$ cat config.mk
export PLATFORM = sky130hd
export DESIGN_NAME = sync_fifo_flex
export DESIGN_NICKNAME = d
export VERILOG_FILES = /design/src/rtl/sync_fifo_flex.sv
export SDC_FILE = /design/constraint.sdc
export NUM_CORES = 1
export LEC_CHECK = 0
export BUFFER_PORTS_ARGS = -buffer_cell sky130_fd_sc_hd__buf_2
export CAP_MARGIN = 20
export CELL_PAD_IN_SITES_DETAIL_PLACEMENT = 0
export CELL_PAD_IN_SITES_GLOBAL_PLACEMENT = 1
export CORE_MARGIN = 3
export CORE_UTILIZATION = 40
export CTS_BUF_LIST = sky130_fd_sc_hd__clkbuf_8
export DETAILED_ROUTE_END_ITERATION = 10
export PLACE_DENSITY_LB_ADDON = 0.1
export SLEW_MARGIN = 20
export SYNTH_ARGS = -nofsm -noshare
export SYNTH_HDL_FRONTEND = slang
export SYNTH_SLANG_ARGS = --single-unit
$ cat constraint.sdc
create_clock -name clk -period 5.2 [get_ports clk]
set_clock_uncertainty 0.1 [all_clocks]
set_input_delay 0.52 -clock clk [delete_from_list [all_inputs] [get_ports clk]]
set_output_delay 0.52 -clock clk [all_outputs]
set_load 0.1 [all_outputs]
$ cat src/rtl/sync_fifo_flex.sv
// Single-clock FIFO with arbitrary depth, registered read port, occupancy level,
// programmable almost-full/almost-empty thresholds and sticky overflow/underflow flags.
module sync_fifo_flex #(
  parameter int DATA_W   = 16,
  parameter int DEPTH    = 15,
  parameter int AF_LEVEL = DEPTH - 2,
  parameter int AE_LEVEL = 2,
  localparam int PTR_W   = $clog2(DEPTH),
  localparam int CNT_W   = $clog2(DEPTH + 1)
) (
  input  logic              clk,
  input  logic              rst,
  input  logic              wr_en,
  input  logic [DATA_W-1:0] wr_data,
  output logic              full,
  output logic              almost_full,
  input  logic              rd_en,
  output logic [DATA_W-1:0] rd_data,
  output logic              rd_valid,
  output logic              empty,
  output logic              almost_empty,
  output logic [CNT_W-1:0]  level,
  output logic              overflow,
  output logic              underflow,
  input  logic              clr_err
);

  localparam logic [CNT_W-1:0] DEPTH_C = CNT_W'(DEPTH);
  localparam logic [CNT_W-1:0] AF_C    = CNT_W'(AF_LEVEL);
  localparam logic [CNT_W-1:0] AE_C    = CNT_W'(AE_LEVEL);
  localparam logic [PTR_W-1:0] LAST_C  = PTR_W'(DEPTH - 1);

  logic [DATA_W-1:0] mem_q [DEPTH];

  logic [PTR_W-1:0]  wr_ptr_q, wr_ptr_d;
  logic [PTR_W-1:0]  rd_ptr_q, rd_ptr_d;
  logic [CNT_W-1:0]  level_q, level_d;
  logic [DATA_W-1:0] rd_data_q, rd_data_d;
  logic              rd_valid_q, rd_valid_d;
  logic              overflow_q, overflow_d;
  logic              underflow_q, underflow_d;
  logic              wr_acc, rd_acc;

  assign full         = (level_q == DEPTH_C);
  assign empty        = (level_q == '0);
  assign almost_full  = (level_q >= AF_C);
  assign almost_empty = (level_q <= AE_C);
  assign level        = level_q;
  assign rd_data      = rd_data_q;
  assign rd_valid     = rd_valid_q;
  assign overflow     = overflow_q;
  assign underflow    = underflow_q;

  assign wr_acc = wr_en & ~full;
  assign rd_acc = rd_en & ~empty;

  always_comb begin
    wr_ptr_d    = wr_ptr_q;
    rd_ptr_d    = rd_ptr_q;
    level_d     = level_q;
    rd_data_d   = rd_data_q;
    rd_valid_d  = rd_acc;
    // Explicit wrap so non-power-of-two depths never index past the array.
    if (wr_acc) wr_ptr_d = (wr_ptr_q == LAST_C) ? '0 : wr_ptr_q + 1'b1;
    if (rd_acc) begin
      rd_ptr_d  = (rd_ptr_q == LAST_C) ? '0 : rd_ptr_q + 1'b1;
      rd_data_d = mem_q[rd_ptr_q];
    end
    case ({wr_acc, rd_acc})
      2'b10:   level_d = level_q + 1'b1;
      2'b01:   level_d = level_q - 1'b1;
      default: level_d = level_q;
    endcase
    // A new error event in the same cycle as clr_err keeps the flag set.
    overflow_d  = (wr_en & full)  | (overflow_q  & ~clr_err);
    underflow_d = (rd_en & empty) | (underflow_q & ~clr_err);
  end

  always_ff @(posedge clk) begin
    if (rst) begin
      wr_ptr_q    <= '0;
      rd_ptr_q    <= '0;
      level_q     <= '0;
      rd_data_q   <= '0;
      rd_valid_q  <= 1'b0;
      overflow_q  <= 1'b0;
      underflow_q <= 1'b0;
    end else begin
      wr_ptr_q    <= wr_ptr_d;
      rd_ptr_q    <= rd_ptr_d;
      level_q     <= level_d;
      rd_data_q   <= rd_data_d;
      rd_valid_q  <= rd_valid_d;
      overflow_q  <= overflow_d;
      underflow_q <= underflow_d;
    end
  end

  // Storage is left unreset so it can map onto block RAM.
  always_ff @(posedge clk) begin
    if (!rst && wr_acc) mem_q[wr_ptr_q] <= wr_data;
  end

endmodule

==> results of run 1 <==
[power by group]
group,total [W],switching [W],internal (W)
combinational,0.00131,0.000957,0.000355
clock,0.00179,0.000815,0.000971
sequential,0.00262,0.000170,0.00245
total,0.00572,0.00194,0.00377
[critical path, stage by stage (launching register included)]
cell                      delay, ns
sky130_fd_sc_hd__dfxtp_1       0.44
sky130_fd_sc_hd__nand4_1       0.25
sky130_fd_sc_hd__nand2_2       0.20
sky130_fd_sc_hd__or4b_2        0.74
sky130_fd_sc_hd__nor2_2        0.83
[worst paths after layout]
path / end / cells past startpoint / slack (ns)
setup / recovery: mem_q[6][12] / 4 / 2.25
hold / removal: underflow / 3 / 0.17
setup reg to reg: mem_q[6][12] / 4 / 2.25
hold reg to reg: rd_data[12] / 2 / 0.44
[logic make-up (layout without fill, tap and decap cells)]
family	count (synthesis)	count (layout)	synth area share, %
xor+xnor	3	3	0.248
simple gates	95	95	4.98
fa+ha+maj	3	3	0.354
buf+inv	51	150	2.24
compound gates	99	99	6.67
flops	271	271	73.8
mux	74	74	11.7
[synthesized netlist by cell type (2+ instances only)]
cell and number:
sky130_fd_sc_hd__a221oi_1 7, sky130_fd_sc_hd__inv_1 10, sky130_fd_sc_hd__o21bai_1 7, sky130_fd_sc_hd__o21ai_0 14, sky130_fd_sc_hd__nand3b_1 2, sky130_fd_sc_hd__o221ai_1 9
sky130_fd_sc_hd__a21oi_1 15, sky130_fd_sc_hd__a22oi_1 16, sky130_fd_sc_hd__mux4_2 40, sky130_fd_sc_hd__nor2b_1 14, sky130_fd_sc_hd__clkbuf_1 16, sky130_fd_sc_hd__or3_1 4
sky130_fd_sc_hd__or4_1 2, sky130_fd_sc_hd__nor2_1 22, sky130_fd_sc_hd__mux2i_1 34, sky130_fd_sc_hd__ha_1 3, sky130_fd_sc_hd__a211o_1 7, sky130_fd_sc_hd__buf_1 5
sky130_fd_sc_hd__nor3_1 5, sky130_fd_sc_hd__a31oi_1 8, sky130_fd_sc_hd__buf_2 12, sky130_fd_sc_hd__buf_4 4, sky130_fd_sc_hd__dfxtp_1 31, sky130_fd_sc_hd__nand2_1 19
sky130_fd_sc_hd__edfxtp_1 240, sky130_fd_sc_hd__nand4_1 2, sky130_fd_sc_hd__nand2b_1 10, sky130_fd_sc_hd__or2_2 2, sky130_fd_sc_hd__xor2_1 3, sky130_fd_sc_hd__buf_6 2
sky130_fd_sc_hd__o22ai_1 8
[registers in the layout, summed over array words and instances (netlist names)]
signal / flops
mem_q: 240
overflow: 1
level: 4
underflow: 1
wr_ptr_q: 4
rd_valid: 1
rd_ptr_q: 4
rd_data: 16
[routing by layer]
layer	share of wire (%)	routed length, um	vias up	GRT usage [%]
li1	-	-	2535	-
met1	45	11400	2941	24.9
met2	48	12400	133	29.0
met3	4.9	1260	31	4.34
met4	2.3	587	0	5.48
met5	0	0	-	0
[metrics by stage]
stage	setup slack [ns]	total power [W]
2_1_floorplan	0.631	0.00366
4_1_cts	2.24	0.00579
5_1_grt	2.12	0.00597
6_report	2.25	0.00572
3_5_place_dp	2.15	0.00399
3_3_place_gp	2.22	0.00397
[cells in the final DEF (no fill, tap or decap), types with 5 or more instances in the layout]
cell                       instances
sky130_fd_sc_hd__o221ai_1          9
sky130_fd_sc_hd__mux4_2           40
sky130_fd_sc_hd__o21ai_0          14
sky130_fd_sc_hd__a21oi_1          15
sky130_fd_sc_hd__o21bai_1          7
sky130_fd_sc_hd__nor2_1           11
sky130_fd_sc_hd__a221oi_1          7
sky130_fd_sc_hd__buf_4             8
sky130_fd_sc_hd__clkbuf_8         49
sky130_fd_sc_hd__clkinv_2          5
sky130_fd_sc_hd__nand2_1          19
sky130_fd_sc_hd__inv_1            26
sky130_fd_sc_hd__dfxtp_1          28
sky130_fd_sc_hd__edfxtp_1        240
sky130_fd_sc_hd__a211o_1           7
sky130_fd_sc_hd__o22ai_1           8
sky130_fd_sc_hd__buf_2            47
sky130_fd_sc_hd__clkinv_1          8
sky130_fd_sc_hd__nor2_2           11
sky130_fd_sc_hd__nand2b_1         10
sky130_fd_sc_hd__nor2b_1          14
sky130_fd_sc_hd__mux2i_1          34
sky130_fd_sc_hd__a22oi_1          16
sky130_fd_sc_hd__a31oi_1           8
[cell type report]
class,instances,area share [%]
clock buffers,49,5.59
well taps,330,3.42
repair buffers,56,2.54
multi-input cells,274,21.5
clock inverters,34,1.65
inverters,11,0.342
flip-flops and latches,271,65.0
==> metrics.txt, run 1 <==
outcome completed; Tightest Pin Transition 1.05 ns; total global-route track usage between 10% and 20%; dominant register cell in the synthesized netlist sky130_fd_sc_hd__edfxtp_1; min-delay src rd_en; sum of negative setup slack 0 ns; clock tree root buffer cell sky130_fd_sc_hd__clkbuf_8; Antenna Nets Post-Route 0; Chip Height roughly 170 um; Placed Cells 941; Synth Net Count slightly above 600; beginning of the critical path level[1]; maxcap violations 0; core outline area roughly 0.026 sq mm; gr ovfl total 0; number of core rows 58; share of Yosys cell area claimed by the top area cell type 68.0%; Max-slew headroom between 30% and 40%; Achievable Freq approximately 0.34 GHz; number of search-and-repair iterations in the first detailed-routing pass 4; Total Wirelength ~26000 um; TritonCTS buffer count 46; number of distinct library cell variants in the gate-level netlist after synthesis 54; Filler Cells Inserted about 2200; cell taking the most area after synthesis sky130_fd_sc_hd__edfxtp_1; classification of the worst setup path reg2reg; class of the tightest hold or removal check in2reg; final period demand of the worst path between 2 and 3 ns; Post-Place Cell Area about 0.011 sq mm; area of combinational cells with multiple inputs ~0.0026 sq mm; post-detailed-route wirelength per cell about 25 um; signed area change from the synthesized netlist to the final layout 13.7%; sequential cell area slightly below 0.008 sq mm; Finished Core Util between 40% and 50%; type of element launching the critical path flop; via count of the first global-routing pass slightly below 6000; post-route DRC violation count 0; Clk Latency, worst-skew pair 0.54 ns; maximum level of the CTS H-tree 2; mean number of vias per cell 5.50; mean area per synthesized cell about 18 sq um; number of inserted diodes 0; clock sink total approximately 270; flip-flop and latch count after synthesis around 270; sort of element at the end of the critical path flop; Clk pin slew, worst setup/hold paths about 0.060 ns; iteration-0 DRC count of the detailed router 440; worst flop-to-flop path startpoint level[1]; number of enable flip-flop cells after synthesis 240; number of buffers on the longest clock path 3; data arrival time at the worst-slack endpoint 3.00 ns; final hold viol count 0; largest net degree at the start of global routing 44; sequential-to-total area share from yosys stat between 70 and 80%; Pleak 3.97 nW; Max Transition Viols Final 0; I/O pin total 48; CTS tree built; most area-consuming cells after synthesis sky130_fd_sc_hd__edfxtp_1, sky130_fd_sc_hd__mux4_2, sky130_fd_sc_hd__dfxtp_1; critical-path maximum fanout 16; initial cell density of the core 41.4%; Cell Pwr Density between 400 and 500 mW/mm^2; smallest hold slack approximately 0.17 ns; Die Width about 170 um; wire length of the first global-routing pass between 30000 and 40000 um; post-CTS setup-driven buffer insertion count 0; maximum vdd ir drop approximately 0.6 mV; final design area excluding fillers between 0.01 and 0.015 sq mm; gate count after technology mapping ~600; number of standard cells in the final layout excluding fillers 1025; share of post-route cells with drive strength above 1 about a quarter; RSZ-0062 raised after global routing no; setup violators final 0; post-cts sizing count 0; post-cts hold buffer count 0; final-stage net count 684; number of antenna violations at the first check in global routing 1; Warnings, synthesis 0; die area around 0.029 sq mm; Placer Congestion about 0.76; required time of the worst setup path approximately 5.3 ns; Cell Area, Synth approximately 0.011 sq mm; buffers added on ports 47; total vias in the final route 5640; share of async-settable or async-resettable flops after synthesis 0%; fraction of the cycle the final worst path needs a little under three fifths; total half-perimeter wirelength after legalization and detailed placement approximately 16000 um
(Power assumes the default switching activity.)
==> run 2: changes to the inputs <==
==> constraint.sdc (replaced) <==
create_clock -name clk -period 2.4 [get_ports clk]
set_clock_uncertainty 0.1 [all_clocks]
set_input_delay 0.24 -clock clk [delete_from_list [all_inputs] [get_ports clk]]
set_output_delay 0.24 -clock clk [all_outputs]
set_load 0.1 [all_outputs]
==> run 2 against run 1 <==
Sequential power grew 110%. Hold slack lost 0.15 ns. Maximum frequency grew 30%. Register-to-register slack lost 2.1 ns. Combinational power grew 140%. Critical path type unchanged.
==> metrics.txt, run 2 (synthesized netlist as in run 1, its figures left out) <==
post-route DRC violation count 0 (unchanged); setup violators final 0 (unchanged); data arrival time at the worst-slack endpoint 2.57 ns (was 3.00 ns); critical-path maximum fanout 11 (was 16); number of buffers on the longest clock path 3 (unchanged); signed area change from the synthesized netlist to the final layout 21.0% (was 13.7%); class of the tightest hold or removal check in2reg (unchanged); switching share of power 33.1% (was 34.0%); largest net degree at the start of global routing 33 (was 44); maximum level of the CTS H-tree 2 (unchanged); mean number of vias per cell 5.44 (was 5.50); outcome completed (unchanged); type of element launching the critical path flop (unchanged); final hold viol count 0 (unchanged); core outline area 0.0256 sq mm (unchanged); Placer Congestion 0.775 (was 0.756); Tightest Pin Transition 0.796 ns (was 1.05 ns); cell with the largest stage delay on the worst path sky130_fd_sc_hd__or4_1 (was sky130_fd_sc_hd__nor2_2); total global-route track usage 17.7% (was 18.1%); maximum vdd ir drop 1.03 mV (was 0.612 mV); Total Wirelength 24600 um (was 25600 um); CP Cell Sequence o41ai_4, inv_2, ha_4, nor4bb_1, a21o_1, nor3b_1, or4_1 (was nand4_1, nand2_2, or4b_2, nor2_2); gr ovfl total 0 (unchanged); register ranked first by flip-flop count mem_q (unchanged); number of search-and-repair iterations in the first detailed-routing pass 5 (was 4); smallest hold slack 0.0226 ns (was 0.172 ns); post-CTS setup-driven buffer insertion count 0 (unchanged); fraction of the cycle the final worst path needs 94.3% (was 56.7%); Placed Cells 972 (was 941); post-detailed-route wirelength per cell 22.9 um (was 25.0 um); TritonCTS buffer count 46 (unchanged); portion of total power attributed to combinational logic 24.5% (was 23.0%); Max-slew headroom 46.8% (was 30.1%); overall power consumption 0.0128 W (was 0.00572 W); Seq pwr share 43.5% (was 45.8%); Antenna Nets Post-Route 0 (unchanged); via count of the first global-routing pass 6018 (was 5868); stage delay of the slowest cell on the critical path 0.50 ns (was 0.83 ns); die area 0.0285 sq mm (unchanged); clock sink total 271 (unchanged); commonest non-fill, non-tap cell in the layout sky130_fd_sc_hd__edfxtp_1 (unchanged); Clk pin slew, worst setup/hold paths 0.06 ns (about the same); Pleak 4.27 nW (was 3.97 nW); number of inserted diodes 0 (unchanged); number of standard cells in the final layout excluding fillers 1075 (was 1025); final design area excluding fillers 0.0128 sq mm (was 0.0121 sq mm); share of post-route cells with drive strength above 1 30.5% (was 26.0%); final-stage net count 731 (was 684); Cell Pwr Density 999 mW/mm^2 (was 474 mW/mm^2); wire length of the first global-routing pass 37900 um (about the same); initial cell density of the core 41.4% (unchanged); I/O pin total 48 (unchanged); sort of element at the end of the critical path flop (unchanged); cell internal power dissipation 0.00857 W (was 0.00377 W); total half-perimeter wirelength after legalization and detailed placement 15700 um (was 15800 um); buffers added on ports 47 (unchanged); max reg flops 240 (unchanged); final period demand of the worst path 2.26 ns (was 2.95 ns); clock tree root buffer cell sky130_fd_sc_hd__clkbuf_8 (unchanged); Chip Height 169 um (unchanged); proportion of power drawn by the clock network 32.0% (was 31.2%); Max Transition Viols Final 0 (unchanged); required time of the worst setup path 2.71 ns (was 5.25 ns); sum of negative setup slack 0 ns (unchanged); maxcap violations 0 (unchanged); RSZ-0062 raised after global routing no (unchanged); Achievable Freq 0.442 GHz (was 0.339 GHz); net switching power 0.00424 W (was 0.00194 W); CTS tree built (unchanged); Post-Place Cell Area 0.0117 sq mm (was 0.0112 sq mm); Die Width 169 um (unchanged); number of core rows 58 (unchanged); commonest non-fill, non-tap cells in the layout sky130_fd_sc_hd__edfxtp_1, sky130_fd_sc_hd__clkbuf_8, sky130_fd_sc_hd__buf_2 (unchanged); iteration-0 DRC count of the detailed router 458 (was 440); Clk Latency, worst-skew pair 0.54 ns (about the same); number of antenna violations at the first check in global routing 0 (was 1); classification of the worst setup path reg2reg (unchanged); total vias in the final route 5845 (was 5640)
[run 2: cell types whose count changed in the layout (fill, tap and decap cells not counted), sizes merged]
cell,delta
clkinv,+5
clkinvlp,-2
bufinv,+1
dlygate4sd3,+17
buf,+30
clkbuf,+3
inv,-4
[run 2: power by group through the flow]
stage	registers (W)	clock network (W)	logic, W
floorplan	0.00641	0	0.00166
global placement	0.00566	0	0.00311
detailed placement	0.00567	0	0.00313
CTS	0.00558	0.00422	0.00316
global route	0.00561	0.00448	0.00332
finish	0.00557	0.00410	0.00314
[run 2: metal layers]
| metal | part of all wire [%] | vias up | GRT usage (%) |
|---|---|---|---|
| li1 | - | 2636 | - |
| met1 | 45 | 2989 | 26.2 |
| met5 | 0 | - | 0 |
| met4 | 1.5 | 0 | 4.30 |
| met2 | 47 | 184 | 27.2 |
| met3 | 6.7 | 36 | 3.53 |
[run 2: critical path, delay by kind of cell, from the launching register on]
family / cells / cell delay (ns)
DFF: 1 / 0.39
AOI/OAI and AO/OA: 2 / 0.57
adders and majority gates: 1 / 0.19
and+or+nand+nor: 3 / 0.78
buffers and inverters: 1 / 0.12
[run 2: area by class of cell]
type / instances / area, sq um
clock buffers: 52 / 716
clock inverters: 34 / 220
fillers: 2115 / 12800
inverters: 11 / 41.3
multi-input cells: 274 / 2720
flip-flops and latches: 271 / 7850
well taps: 330 / 413
repair buffers: 103 / 873
[run 2: through the flow]
step	setup slack [ns]	utilization [%]
floorplan	-0.323	-
global placement	0.196	45.8
detailed placement	0.113	45.8
CTS	0.111	50.1
global route	0.0259	50.1
finish	0.137	50.1
[run 2: repair_timing]
action,in CTS,in global routing
hold buffers,17,0
hold endpoints to repair,144,0
resized for setup,0,0
[run 2: final timing paths]
check / start / to / slack, ns / cells after the start
worst max register to register: level[0] / level[3] / 0.14 / 7
worst min register to register: rd_data[12] / rd_data[12] / 0.40 / 2
worst min-delay path: wr_data[15] / mem_q[5][15] / 0.02 / 1
worst max-delay path: level[0] / level[3] / 0.14 / 7
